## src/rtl/operand_mux_pipe.sv

```systemverilog
// Operand select mux feeding a 2-entry FIFO (output register plus skid register).
// The FIFO accepts on in_valid&&in_ready and delivers on out_valid&&out_ready, and it keeps operands in order.
module operand_mux_pipe #(
  parameter int WIDTH = 40,
  parameter int NSRC  = 5,
  parameter int SELW  = 3
) (
  input  logic                  clk,
  input  logic                  rst_n,
  input  logic                  in_valid,
  output logic                  in_ready,
  input  logic                  d_in,
  input  logic [SELW-1:0]       ins,
  input  logic [NSRC*WIDTH-1:0] src,
  output logic                  out_valid,
  input  logic                  out_ready,
  output logic [WIDTH-1:0]      a_o,
  output logic [SELW-1:0]       out_ins,
  output logic                  sel_err,
  output logic [15:0]           count,
  output logic [1:0]            occ_dbg_o
);

  typedef enum logic [1:0] {
    EMPTY = 2'd0,
    ONE   = 2'd1,
    FULL  = 2'd2
  } occ_t;

  occ_t             occ_q, occ_d;
  logic [WIDTH-1:0] out_data_q, out_data_d;
  logic [WIDTH-1:0] skid_data_q, skid_data_d;
  logic [SELW-1:0]  out_ins_q, out_ins_d;
  logic [SELW-1:0]  skid_ins_q, skid_ins_d;
  logic             in_ready_q, in_ready_d;
  logic             sel_err_q, sel_err_d;
  logic [15:0]      count_q, count_d;

  logic [WIDTH-1:0] new_data;
  logic [SELW-1:0]  new_ins;
  logic             new_err;
  logic             accept;
  logic             xfer;

  // The override wins over any select code. Out-of-range codes deliver zero with code 0.
  always_comb begin
    new_data = '0;
    new_ins  = '0;
    new_err  = 1'b0;
    if (d_in) begin
      new_data = src[WIDTH-1:0];
      new_ins  = SELW'(1);
    end else if (int'(ins) > NSRC) begin
      new_err = 1'b1;
    end else begin
      for (int k = 1; k <= NSRC; k++) begin
        if (int'(ins) == k) begin
          new_data = src[(k-1)*WIDTH +: WIDTH];
          new_ins  = ins;
        end
      end
    end
  end

  assign out_valid = (occ_q != EMPTY);
  assign accept    = in_valid && in_ready_q;
  assign xfer      = out_valid && out_ready;

  always_comb begin
    occ_d       = occ_q;
    out_data_d  = out_data_q;
    out_ins_d   = out_ins_q;
    skid_data_d = skid_data_q;
    skid_ins_d  = skid_ins_q;
    case (occ_q)
      EMPTY: begin
        if (accept) begin
          out_data_d = new_data;
          out_ins_d  = new_ins;
          occ_d      = ONE;
        end
      end
      ONE: begin
        if (accept && xfer) begin
          out_data_d = new_data;
          out_ins_d  = new_ins;
        end else if (accept) begin
          skid_data_d = new_data;
          skid_ins_d  = new_ins;
          occ_d       = FULL;
        end else if (xfer) begin
          occ_d = EMPTY;
        end
      end
      FULL: begin
        // in_ready is low here, so only the skid-to-output move can happen.
        if (xfer) begin
          out_data_d = skid_data_q;
          out_ins_d  = skid_ins_q;
          occ_d      = ONE;
        end
      end
      default: occ_d = EMPTY;
    endcase
    in_ready_d = (occ_d != FULL);
    sel_err_d  = accept && new_err;
    count_d    = xfer ? count_q + 16'd1 : count_q;
  end

  always_ff @(posedge clk) begin
    if (!rst_n) begin
      occ_q       <= EMPTY;
      out_data_q  <= '0;
      out_ins_q   <= '0;
      skid_data_q <= '0;
      skid_ins_q  <= '0;
      in_ready_q  <= 1'b0;
      sel_err_q   <= 1'b0;
      count_q     <= '0;
    end else begin
      occ_q       <= occ_d;
      out_data_q  <= out_data_d;
      out_ins_q   <= out_ins_d;
      skid_data_q <= skid_data_d;
      skid_ins_q  <= skid_ins_d;
      in_ready_q  <= in_ready_d;
      sel_err_q   <= sel_err_d;
      count_q     <= count_d;
    end
  end

  assign in_ready  = in_ready_q;
  assign a_o       = out_valid ? out_data_q : '0;
  assign out_ins   = out_valid ? out_ins_q : '0;
  assign sel_err   = sel_err_q;
  assign count     = count_q;
  assign occ_dbg_o = occ_q;

endmodule

```

## config.mk

```make
export PLATFORM = sky130hd
export DESIGN_NAME = operand_mux_pipe
export DESIGN_NICKNAME = d
export VERILOG_FILES = /design/src/rtl/operand_mux_pipe.sv
export SDC_FILE = /design/constraint.sdc
export NUM_CORES = 1
export LEC_CHECK = 0
export BUFFER_PORTS_ARGS = -buffer_cell sky130_fd_sc_hd__buf_4
export CAP_MARGIN = 20
export CORE_UTILIZATION = 44
export CTS_CLUSTER_DIAMETER = 40
export DETAILED_ROUTE_END_ITERATION = 12
export PLACE_DENSITY_LB_ADDON = 0.12
export SLEW_MARGIN = 15
export SYNTH_ARGS = -nofsm -noshare
export SYNTH_HDL_FRONTEND = slang
export SYNTH_SLANG_ARGS = --single-unit
```

## constraint.sdc

```tcl
create_clock -name clk -period 1.5 [get_ports clk]
set_input_delay 0.15 -clock clk [delete_from_list [all_inputs] [get_ports clk]]
set_output_delay 0.15 -clock clk [all_outputs]
set_load 0.005 [all_outputs]
```

# [Word-level counts from Yosys, hierarchy flattened]
# Cells that the tools add are included.
[op_classes] add_sub_neg=1 n_mul=0 div=0 order_cmp=1 n_eq_ne=11 n_shift=0 muxes=32 n_bitwise=1 reduce_logical=9
[ops] operator="40-bit 2-to-1 mux" n=11
[ops] operator="40-bit case mux with 3 select lines" n=1
[ops] operator="3-bit 2-to-1 mux" n=11
[ops] operator="16-bit by 1-bit adder with 16-bit output, second input constant" n=1
[ops] operator="3-bit == test, second input constant" n=4
[ops] operator="2-bit 2-to-1 mux" n=5
[ops] operator="3-bit case mux with 3 select lines" n=1
[ops] operator="2-bit inequality test, second input constant" n=4
[ops] operator="2-bit case mux with 3 select lines" n=1
[ops] operator="1-bit logical AND" n=4
[ops] operator="4-bit AND reduction" n=1
[ops] operator="3-bit by 2-bit == test with 1-bit output, second input constant" n=1
[ops] operator="3-bit > comparator, second input constant" n=1
[ops] operator="3-bit AND reduction" n=1
[ops] operator="3-bit nonzero test" n=1
[ops] operator="2-bit by 1-bit == test with 1-bit output, second input constant" n=1
[ops] operator="2-bit == test, second input constant" n=1
[ops] operator="2-bit logical NOT" n=1
[ops] operator="1-bit 2-to-1 mux" n=2
[ops] operator="2-bit nonzero test" n=1
[ops] operator="1-bit inverter" n=1
[word_totals] ff_bits=106 latch_bits=0 mem_bits_rw=0 mem_bits_ro=0 inputBits=208 output_inout_bits=64 word_cells=63 mem_count=0

# [Longest topological paths before layout]
[depth] ltp_word=10 ltp_mapped=7 ltp_nobuf=5

# [Worst setup path after synthesis]
# Ideal clock, no wire load.
[synth_path] path_kind="reg-to-reg" startpoint="reg occ_q[0], in the netlist occ_dbg_o[0]" endpoint="reg out_data_q[21]" setup_time_ps=117 arrival_time_ps=1497 path_slack_ps=-114 path_stages_with_launch=8 path_buffers=3 cell_sequence="dfxtp_1 > buf_6 > nor2b_4 > o31ai_4 > nor2_2 > buf_4 > buf_2 > a32o_1"
[synth_between] elab_chain_cells=5 word_cells_on_any_way=12 cone_classes="eq/ne: 5; mux: 1; reduce/logical: 6"
[synth_lines] element="from (decl)" line_no="30" source="occ_t occ_q, occ_d;"
[synth_lines] element="from (signal assigned)" line_no="112" source="occ_q <= EMPTY;"
[synth_lines] element="from (signal assigned)" line_no="121" source="occ_q <= occ_d;"
[synth_lines] element="2-bit nonzero test" line_no="65" source="assign out_valid = (occ_q != EMPTY);"
[synth_lines] element="1-bit logical AND" line_no="67" source="assign xfer = out_valid && out_ready;"
[synth_lines] element="1-bit logical AND" line_no="84" source="if (accept && xfer) begin"
[synth_lines] element="2-bit inequality test (no source line)"
[synth_lines] element="4-bit AND reduction (no source line)"
[synth_lines] element="to (signal assigned)" line_no="122" source="out_data_q <= out_data_d;"
[synth_lines] element="to (decl)" line_no="31" source="logic [WIDTH-1:0] out_data_q, out_data_d;"
# Parallel ways exist; a longest one is shown, timed or not.
# A chain may end at the register's enable or synchronous reset.

# [Worst setup path after layout]
[layout_path] startpoint="reg occ_q[0], in the netlist occ_dbg_o[0]" endpoint="out a_o[38]"
[layout_between] elab_chain_cells=2
[layout_lines] element="2-bit nonzero test" line_no="65"
[layout_lines] element="40-bit 2-to-1 mux" line_no="133" source="assign a_o = out_valid ? out_data_q : '0;"
[layout_lines] element="to (decl)" line_no="17" source="output logic [WIDTH-1:0] a_o,"
# Every way passes these cells.

==> results.toml <==
[outcome]
status = "finished, violations left"
violations = "negative setup slack"

[place]
io_buffers = 271
hpwlAfterDp_mm = 15.2
place.gp.congestion = 0.805

[cts]
insertion_delay_ns = 0.35
clockBufferDepth = 2
cts_tree = "yes"
clock_sinks = 106
clk_pin_slew_worst_paths_ns = 0.07
cts_root_buf = "clkbuf_16"
numCtsBuffers = 9
htree_levels = 3

[routing]
vias = 7223
routed_wl_mm = 24.8
viasPerCell = 6.09
ant_nets = 0
initialDrtViolationCount = 612
drt-wirelength-per-cell_um = 20.9
dr.pass1.iters = 8
drc = 0

[finish]
diodes = 0
area_growth_pct = 57.7
nets = 1207
final_cell_mix = "buf_4, dfxtp_1, mux2i_1"
drive_above_1_share_pct = 43.6
num-fill-cells = 1092
layout_commonest_cell = "buf_4"
post-route-util_pct = 70.7

[synthesis]
ys_seq_area_share_pct = 32.7
ys_types = 50
synth_area_leaders = "dfxtp_1, mux2i_1, o211ai_1"
avgSynthCellArea_sq_um = 9.19
synthCells = 706
synth_top_area_cell = "dfxtp_1"
synth_fp_nets = 915
synthArstFlopShare_pct = 0
synth_area_sq_um = 6490
synth_edf_count = 0
synth_top_area_share_pct = 32.7
synth_warnings = 0
synthFlopType = "dfxtp_1"
ys_ff_latch = 106

[critical_path]
arrival_ns = 1.63
cp_max_fo = 10
worstSetupPathType = "reg2out"
cp.required_ns = 1.35
cp_cell_sequence = "buf_6 > or2_4 > clkbuf_16 > and2_1 > buf_4"
end_kind = "output port"
slowest_stage = "dfxtp_4"
slowest_delay_ns = 0.36
rrSetupSlack_ns = -0.25
start_kind = "flip-flop"

[global_routing]
grt_first_pass_wirelength_mm = 34.9
grt_use_total_pct = 30.0
grt-ovfl-total = 0
grt_max_degree = 56
grt_pass1_vias = 6733
grt_antenna_before_repair = 0

[timing]
setup-violations-final = 128
rsz0062_at_grt = "true"
post-route-period-util_pct = 119
setup_slack_ns = -0.278
final_max_slew_viol_count = 0
hold_viol = 0
fmax_ghz = 0.562
timing.hold.ws_ns = 0.135
finalClockSkew_ns = 0.00441
relSlewSlack_pct = 68.5
tightest_slew_ns = 0.471
fin_crit_ns = 1.78
fin_setup_tns_ns = -25.47

[pwr]
power_density_nw_per_um2 = 700
p_leak_uw = 0.00479
ir_drop_uv = 622

[floorplan]
rows = 44
core_sq_um = 14500
io_pins = 272
die_h_um = 123
dieWidth_um = 123
dieArea_sq_um = 15200
start_util_pct = 44.8

[hold_path]
hp-class = "in2reg"

[job]
drv_cap = 0
where the power goes:
| group | leakage (uW) | internal, uW | switching (uW) | total (uW) |
|---|---|---|---|---|
| clock network | 0.000147 | 1390 | 1060 | 2450 |
| logic | 0.00378 | 985 | 770 | 1750 |
| registers | 0.000861 | 2910 | 54.6 | 2960 |
area by class of cell:
type	count	area, sq um	share of cell area, %
Inverter	3	11.3	0.110
Sequential cell	106	2130	20.8
Clock buffer	14	264	2.58
Clock inverter	2	35.0	0.342
Tap cell	184	230	2.25
Timing Repair Buffer	357	3360	32.8
Multi-Input combinational cell	521	4200	41.1
repair_timing:
action                     CTS  global route
cloned                      10             8
setup endpoints to repair  129           138
gates resized for setup     70            49
buffers inserted            15             9
pin swaps                   21            13
hold buffers                 0             0
through the flow:
stage                     power (uW)  std cells  setup slack [ns]  cell area, sq um
after global routing            7410       1187            -0.309             10200
after floorplan                 3750        706           -0.0369              6520
final                           7160       1187            -0.278             10200
after detailed placement        4490       1132            -0.303              8990
after global placement          4440       1132            -0.189              8990
after CTS                       7080       1173            -0.243              9890
worst paths after layout:
path	from	to	depth (start not counted)
worst max-delay path	occ_dbg_o[0]	a_o[38]	5
worst min-delay path	ins[1]	sel_err	3
worst max register to register	occ_dbg_o[0]	skid_ins_q[2]	8
worst min register to register	out_data_q[27]	out_data_q[27]	1
kinds of logic (layout without fill, tap and decap cells):
kind of cell,count (synthesis),count (layout),synth area share [%]
xor+xnor,10,10,1.35
simple gates,163,165,14.5
mux,85,85,13.1
buf+inv,81,376,5.71
flops,106,106,32.7
compound gates,260,260,32.4
fa+ha+maj,1,1,0.193
Yosys cell counts, types with 17 or more instances:
cell type    n
nor2_1      19
nand2_1     17
o211ai_1    80
o22a_1      39
dfxtp_1    106
a32o_1      39
mux2i_1     85
o21ai_0     40
buf_2       28
clkbuf_1    42
o211a_1     38
and2_1      44
nand2b_1    48
sequential cells by signal, indices dropped and copies added, names as in the netlist:
signal       count
count           16
in_ready         1
occ_dbg_o        2
out_data_q      40
out_ins_q        3
sel_err          1
skid_data_q     40
skid_ins_q       3
routing by layer:
| metal | GRT usage (%) | routed length [um] | vias to the layer above |
|---|---|---|---|
| met1 | 34.8 | 9600 | 3492 |
| li1 | - | - | 3298 |
| met2 | 54.7 | 12600 | 368 |
| met4 | 12.0 | 822 | 0 |
| met5 | 0 | 0 | - |
| met3 | 4.80 | 1740 | 65 |
worst max-delay path, delay by kind of cell (launching register included):
kind	cells	cell delay [ns]
DFF	1	0.36
buffers and inverters	3	0.44
and+or+nand+nor	2	0.47
Note: power is estimated with default switching activity, not from simulation.
